===== config.mk =====
export PLATFORM = sky130hd
export DESIGN_NAME = piece_controller
export DESIGN_NICKNAME = d
export VERILOG_FILES = /design/src/rtl/piece_controller.sv
export SDC_FILE = /design/constraint.sdc
export NUM_CORES = 1
export LEC_CHECK = 0
export ABC_AREA = 0
export BUFFER_PORTS_ARGS = -buffer_cell sky130_fd_sc_hd__buf_2
export CAP_MARGIN = 25
export CORE_UTILIZATION = 56
export CTS_BUF_LIST = sky130_fd_sc_hd__clkbuf_16
export CTS_CLUSTER_SIZE = 30
export DETAILED_ROUTE_END_ITERATION = 12
export PLACE_DENSITY_LB_ADDON = 0.15
export SYNTH_ARGS = -nofsm -noshare
export SYNTH_HDL_FRONTEND = slang
export SYNTH_SLANG_ARGS = --single-unit

===== constraint.sdc =====
create_clock -name CLOCK_50 -period 4 [get_ports CLOCK_50]
set_input_delay 0.6 -clock CLOCK_50 [delete_from_list [all_inputs] [get_ports CLOCK_50]]
set_output_delay 0.6 -clock CLOCK_50 [all_outputs]
set_load 0.02 [all_outputs]

===== src/rtl/piece_controller.sv =====
// Falling-block sequencer: owns the block position, latches tick/move/drop requests and
// legality-checks every candidate cell against the well before committing or locking.
module piece_controller #(
    parameter int WELL_X    = 50,
    parameter int WELL_Y    = 120,
    parameter int BLOCK_PX  = 16,
    parameter int COLS      = 10,
    parameter int ROWS      = 20,
    parameter int SPAWN_COL = 4
) (
    input  logic        CLOCK_50,
    input  logic        reset,
    input  logic        tick,
    input  logic        move_left,
    input  logic        move_right,
    input  logic        hard_drop,
    output logic        chk_valid,
    output logic [3:0]  chk_col,
    output logic [4:0]  chk_row,
    input  logic        chk_ready,
    input  logic        chk_blocked,
    output logic        lock_valid,
    input  logic        lock_ready,
    output logic [3:0]  cur_col,
    output logic [4:0]  cur_row,
    output logic [10:0] x_pos,
    output logic [10:0] y_pos,
    output logic [15:0] pieces_locked,
    output logic        game_over,
    output logic [2:0]  fsm_state
);
    // Handshakes: a transfer happens on a cycle where valid and ready are both high; valid,
    // and the address qualifying it, hold steady until then.
    typedef enum logic [2:0] {
        S_SPAWN    = 3'd0,
        S_WAIT     = 3'd1,
        S_CHECK    = 3'd2,
        S_LOCK     = 3'd3,
        S_GAMEOVER = 3'd4
    } state_t;

    typedef enum logic [1:0] {OP_SPAWN, OP_DOWN, OP_LEFT, OP_RIGHT} op_t;

    localparam logic [3:0]  COL_SPAWN = 4'(SPAWN_COL);
    localparam logic [3:0]  COL_MAX   = 4'(COLS - 1);
    localparam logic [4:0]  ROW_MAX   = 5'(ROWS - 1);
    localparam logic [10:0] X0        = 11'(WELL_X);
    localparam logic [10:0] Y0        = 11'(WELL_Y);
    localparam logic [10:0] PX        = 11'(BLOCK_PX);

    state_t     state;
    op_t        op;
    logic [3:0] cand_col;
    logic [4:0] cand_row;
    logic       pend_down, pend_left, pend_right, pend_drop, drop_mode;
    logic       oob;

    assign chk_col   = cand_col;
    assign chk_row   = cand_row;
    assign fsm_state = state;
    assign x_pos     = X0 + PX * {7'd0, cur_col};
    assign y_pos     = Y0 + PX * {6'd0, cur_row};

    always_comb begin
        oob = 1'b0;
        case (op)
            OP_LEFT:  oob = (cur_col == 4'd0);
            OP_RIGHT: oob = (cur_col == COL_MAX);
            OP_DOWN:  oob = (cur_row == ROW_MAX);
            default:  oob = 1'b0;
        endcase
    end

    always_ff @(posedge CLOCK_50) begin
        if (reset) begin
            state         <= S_SPAWN;
            op            <= OP_SPAWN;
            cand_col      <= COL_SPAWN;
            cand_row      <= 5'd0;
            cur_col       <= COL_SPAWN;
            cur_row       <= 5'd0;
            chk_valid     <= 1'b0;
            lock_valid    <= 1'b0;
            pieces_locked <= 16'd0;
            game_over     <= 1'b0;
            pend_down     <= 1'b0;
            pend_left     <= 1'b0;
            pend_right    <= 1'b0;
            pend_drop     <= 1'b0;
            drop_mode     <= 1'b0;
        end else begin
            case (state)
                S_SPAWN: begin
                    op       <= OP_SPAWN;
                    cand_col <= COL_SPAWN;
                    cand_row <= 5'd0;
                    state    <= S_CHECK;
                end
                S_WAIT: begin
                    // A drop in progress owns the block; other requests wait for the next piece.
                    if (drop_mode || pend_drop || pend_down) begin
                        if (!drop_mode && pend_drop) begin
                            pend_drop <= 1'b0;
                            drop_mode <= 1'b1;
                        end else if (!drop_mode) begin
                            pend_down <= 1'b0;
                        end
                        op       <= OP_DOWN;
                        cand_col <= cur_col;
                        cand_row <= cur_row + 5'd1;
                        state    <= S_CHECK;
                    end else if (pend_left) begin
                        pend_left <= 1'b0;
                        op        <= OP_LEFT;
                        cand_col  <= cur_col - 4'd1;
                        cand_row  <= cur_row;
                        state     <= S_CHECK;
                    end else if (pend_right) begin
                        pend_right <= 1'b0;
                        op         <= OP_RIGHT;
                        cand_col   <= cur_col + 4'd1;
                        cand_row   <= cur_row;
                        state      <= S_CHECK;
                    end
                end
                S_CHECK: begin
                    if (!chk_valid) begin
                        // Walls and floor are resolved locally without querying the well.
                        if (oob) begin
                            if (op == OP_DOWN) begin
                                drop_mode  <= 1'b0;
                                lock_valid <= 1'b1;
                                state      <= S_LOCK;
                            end else begin
                                state <= S_WAIT;
                            end
                        end else begin
                            chk_valid <= 1'b1;
                        end
                    end else if (chk_ready) begin
                        chk_valid <= 1'b0;
                        if (!chk_blocked) begin
                            cur_col <= cand_col;
                            cur_row <= cand_row;
                            state   <= S_WAIT;
                        end else if (op == OP_DOWN) begin
                            drop_mode  <= 1'b0;
                            lock_valid <= 1'b1;
                            state      <= S_LOCK;
                        end else if (op == OP_SPAWN) begin
                            game_over <= 1'b1;
                            state     <= S_GAMEOVER;
                        end else begin
                            state <= S_WAIT;
                        end
                    end
                end
                S_LOCK: begin
                    if (lock_valid && lock_ready) begin
                        lock_valid    <= 1'b0;
                        pieces_locked <= pieces_locked + 16'd1;
                        pend_down     <= 1'b0;
                        state         <= S_SPAWN;
                    end
                end
                S_GAMEOVER: begin
                    chk_valid  <= 1'b0;
                    lock_valid <= 1'b0;
                end
                default: state <= S_SPAWN;
            endcase

            // Placed after the selection logic so a pulse landing on a selection cycle survives it.
            if (state != S_GAMEOVER) begin
                if (tick)       pend_down  <= 1'b1;
                if (move_left)  pend_left  <= 1'b1;
                if (move_right) pend_right <= 1'b1;
                if (hard_drop)  pend_drop  <= 1'b1;
            end
        end
    end
endmodule

## Yosys cells after proc, flatten, opt, wreduce, memory -nomap -nowiden

Index checks and enable logic that the tools add are counted.

- Add/subtract/negate cells: 6
- Eq/ne operators: 17
- Multiplexer cells: 65
- Bitwise gates (word level): 3
- Reductions and logical operators: 19

Operators with widths:

| operator | count |
|---|---|
| $mux 1 | 36 |
| $mux 3 | 10 |
| $add 16x1->16 const B | 1 |
| $mux 5 | 3 |
| $pmux 3 s5 | 1 |
| $mux 4 | 3 |
| $ne 3x3->1 const B | 4 |
| $reduce_and 6->1 | 2 |
| $add 7x9->10 const A | 1 |
| $pmux 5 s2 | 1 |
| $reduce_and 5->1 | 2 |
| $add 6x8->9 const A | 1 |
| $mux 2 | 4 |
| $pmux 4 s2 | 1 |
| $eq 3x2->1 const B | 2 |
| $ne 2x2->1 const B | 3 |
| $pmux 1 s2 | 3 |
| $pmux 1 s3 | 2 |
| $reduce_bool 2->1 | 3 |
| $add 5x1->5 const B | 1 |
| $eq 5x5->1 const B | 1 |
| $add 4x1->4 const B | 1 |
| $eq 2x2->1 const B | 2 |
| $eq 4x4->1 const B | 1 |
| 16 further kinds | 21 |

- Flip-flop bits (word level): 47
- Input port bits: 9
- Output and inout bits: 62
- Logic and storage cells: 125

## Longest topological paths before layout

- Depth after elaboration: 7
- Mapped depth: 7
- Mapped depth without buffers: 7

## Worst setup path before layout

No wires, ideal clock.

- Kind: register to output
- Start: reg cur_row[0]
- End: out y_pos[8]
- Data arrival time: 1.508 ns
- Data required time: 3.400 ns
- Setup slack: 1.892 ns
- Stages on the path, launching flop included: 6
- Buffers on the path: 0
- Cell sequence: dfxtp_1 -> inv_1 -> ha_1 -> inv_1 -> o21ai_0 -> xnor2_1

- Word-level cells in the longest chain between the ends: 1

RTL lines:

| element | line | source |
|---|---|---|
| from (decl) | 25 | `output logic [4:0] cur_row,` |
| from (signal assigned) | 144 | `cur_row <= cand_row;` |
| $add 7x9->10 | 62 | `assign y_pos = Y0 + PX * {6'd0, cur_row};` |
| to (decl) | 27 | `output logic [10:0] y_pos,` |

No other way between the ends.

## Worst setup path after layout

Ends and elaborated chain as after synthesis.

==> key figures <==
Global route
  • Met2 Track Usage GR: 36.6%
  • Met1 usage: 35.1%
  • Total Routing Usage GR: 24.3%
  • GR Overflow Total: 0
  • Global route hottest layer: met2
  • Initial antenna violation count: 0
  • First-pass GRT wire length: 9520 um
  • Largest net degree at the start of global routing: 45
  • Number of global-route vias before repair: 1955
  • GR Util met3: 4.22%

Placement
  • Detailed placement HPWL: 3840 um
  • IO Port Bufs: 59
  • Pre-CTS setup slack: 1980 ps
  • Routability congestion estimate from global placement: 0.818

Synthesis
  • Ys flop type: dfxtp_1
  • Largest cells by area after synthesis: dfxtp_1, nor2_1, xnor2_1
  • FFs w/ async S/R, synth: 0%
  • Synth Instances: 296
  • Most frequent cell after synthesis: dfxtp_1
  • Synth cell types: 55
  • Post-synth EDFFs: 0
  • Biggest area consumer among synthesized cells: dfxtp_1
  • Avg Inst Size Synth: 8.55 um2
  • Post-synthesis cell area: 0.00253 mm2
  • Seq/Total Area, Yosys: 37.2%
  • Yosys warning count: 0
  • Post-synth top area share: 37.2%
  • Top post-synthesis cells by count: dfxtp_1, nor2_1, nand2_1, a21oi_1, xnor2_1
  • Flops & latches, synth: 47

CTS
  • Inserted Clock Buffers: 5
  • CTS resizes: 0
  • Sink Count: 47
  • Setup Buffers After CTS: 0
  • Clk root buf: clkbuf_16
  • CTS max path bufs: 2
  • Hold bufs inserted after CTS: 0
  • Clock transition at path regs: 60 ps
  • Skew-Pair Late Insertion Delay: 290 ps
  • CTS H-Tree Depth: 2
  • CTS tree: done

Setup path
  • Reg2Reg Depth: 5
  • Buf/Inv on CP: 3
  • Slowest CP cell: dfxtp_1
  • Crit path max fanout: 7
  • Crit path largest cell delay: 480 ps
  • CP Depth: 6
  • Req. time, crit path: 3400 ps
  • Cells along the critical path: inv_1 -> ha_1 -> inv_1 -> o21ai_0 -> xnor2_1 -> buf_2
  • CP Class: flop to primary output
  • Flop2flop setup slack: 1950 ps
  • Crit path arrival time: 1550 ps
  • CP top delay family: flip-flops
  • Most repeated library cell on the critical path: inv_1
  • Crit. End Element: primary output
  • Nature of the critical path startpoint: flop

Timing
  • Final hold vios: 0
  • Fmax: 0.466 GHz
  • Fin crit share: 53.7%
  • Worst slew margin: 46.9%
  • RSZ-0062 raised after global routing: no
  • Setup TNS: 0 ps
  • Final Worst Setup Slack: 1850 ps
  • Clock skew: 6.38 ps
  • Pins Over Slew Limit: 0
  • Worst-Margin Slew: 796 ps
  • Min cycle time layout: 2150 ps
  • Setup-failing EPs final: 0

Final layout
  • Area growth from synthesis to final layout: 15.7%
  • Layout cells sized above 1: 22.4%
  • N_diodes: 0
  • Nets: 364

Detailed routing
  • Vias per cell: 5.65
  • DRT iter0 DRCs: 126
  • Remaining DRCs: 0
  • Routed wire length: 5520 um
  • DR WL/cell: 13.8 um
  • Vias: 2258
  • Drt pass-1 iters: 4
  • Number of routed nets with antenna violations: 0

Die
  • Die X: 69.2 um
  • IO Pins: 71
  • FP Rows: 24
  • Die area: 0.00479 mm2
  • Chip height: 69.2 um
  • Core Area: 0.00435 mm2
  • Initial Utilization: 58.1%

Hold path
  • Hold Path Depth: 2
  • Worst Hold Class: flop to flop

Power and ir drop
  • Pwr Density: 451 mW/mm2
  • LEAKAGE: 0.00122 uW
  • Max VDD drop: 0.320 mV

Flow run
  • Max Cap Violations: 0

Status
  • Status: finished clean
[layout by cell type, fill, tap and decap left out, types with 11 or more instances in the layout]
cell and instances:
inv_1 13, nor2_1 42, a21oi_1 19, xnor2_1 16, nand2_1 25, dfxtp_1 47, nand3_1 12, conb_1 11
o21ai_0 11, buf_2 59
[final timing paths]
check	startpoint	to
max reg2reg	drop_mode$_SDFFE_PP0P_	chk_row[3]$_SDFFE_PP0P_
min	game_over$_SDFFE_PP0P_	game_over$_SDFFE_PP0P_
max	cur_row[0]$_SDFFE_PP0P_	y_pos[8]
min reg2reg	game_over$_SDFFE_PP0P_	game_over$_SDFFE_PP0P_
[area by class of cell]
type                            count  area, um2
Clock buffer                        5        125
Clock inverter                      3       38.8
Fill cell                         390       1430
Inverter                           13       48.8
Multi-Input combinational cell    221       1410
Sequential cell                    47        941
Tap cell                           52       65.1
Timing Repair Buffer               59        295
[worst min-delay path: stages, from the launching register on]
cell and delay [ps]:
dfxtp_1 320, a21oi_1 40, nor2_1 70
[state kept, by name (all words and copies together) (netlist names)]
register       cells
op                 2
pieces_locked     16
pend_down          1
cur_col            4
lock_valid         1
pend_left          1
pend_drop          1
chk_col            4
fsm_state          3
drop_mode          1
pend_right         1
chk_valid          1
game_over          1
chk_row            5
cur_row            5
[per-layer routing]
layer | share of wire [%] | routed length [um]
met4 | 1.5 | 80
met1 | 45 | 2510
met2 | 45 | 2500
met5 | 0 | 0
met3 | 7.7 | 425
[kinds of logic after synthesis]
family          count (synthesis)  share of synthesized area [%]
other cells                     2                          0.297
mux                            11                           4.90
simple gates                  119                           24.6
fa+ha+maj                       8                           4.25
compound gates                 51                           13.2
xor+xnor                       21                           7.27
buf+inv                        37                           8.26
flops                          47                           37.2
[metrics by stage]
step	power [uW]	cell area, um2	util [%]	hold slack, ps	cells
after CTS	1330	2930	67.2	476	400
after floorplan	807	2560	-	491	305
after global placement	852	2760	63.5	448	392
final	1320	2930	67.2	472	400
after detailed placement	858	2760	63.5	454	392
after global routing	1380	2930	67.2	496	400
[power by group]
part / total, uW / leakage [uW] / switching (uW) / internal [uW]
Combinational: 301 / 0.000757 / 198 / 102
Clock: 466 / 0.0000812 / 174 / 291
Sequential: 554 / 0.000381 / 57.7 / 497
No activity file was read; power rests on OpenSTA's default activity.
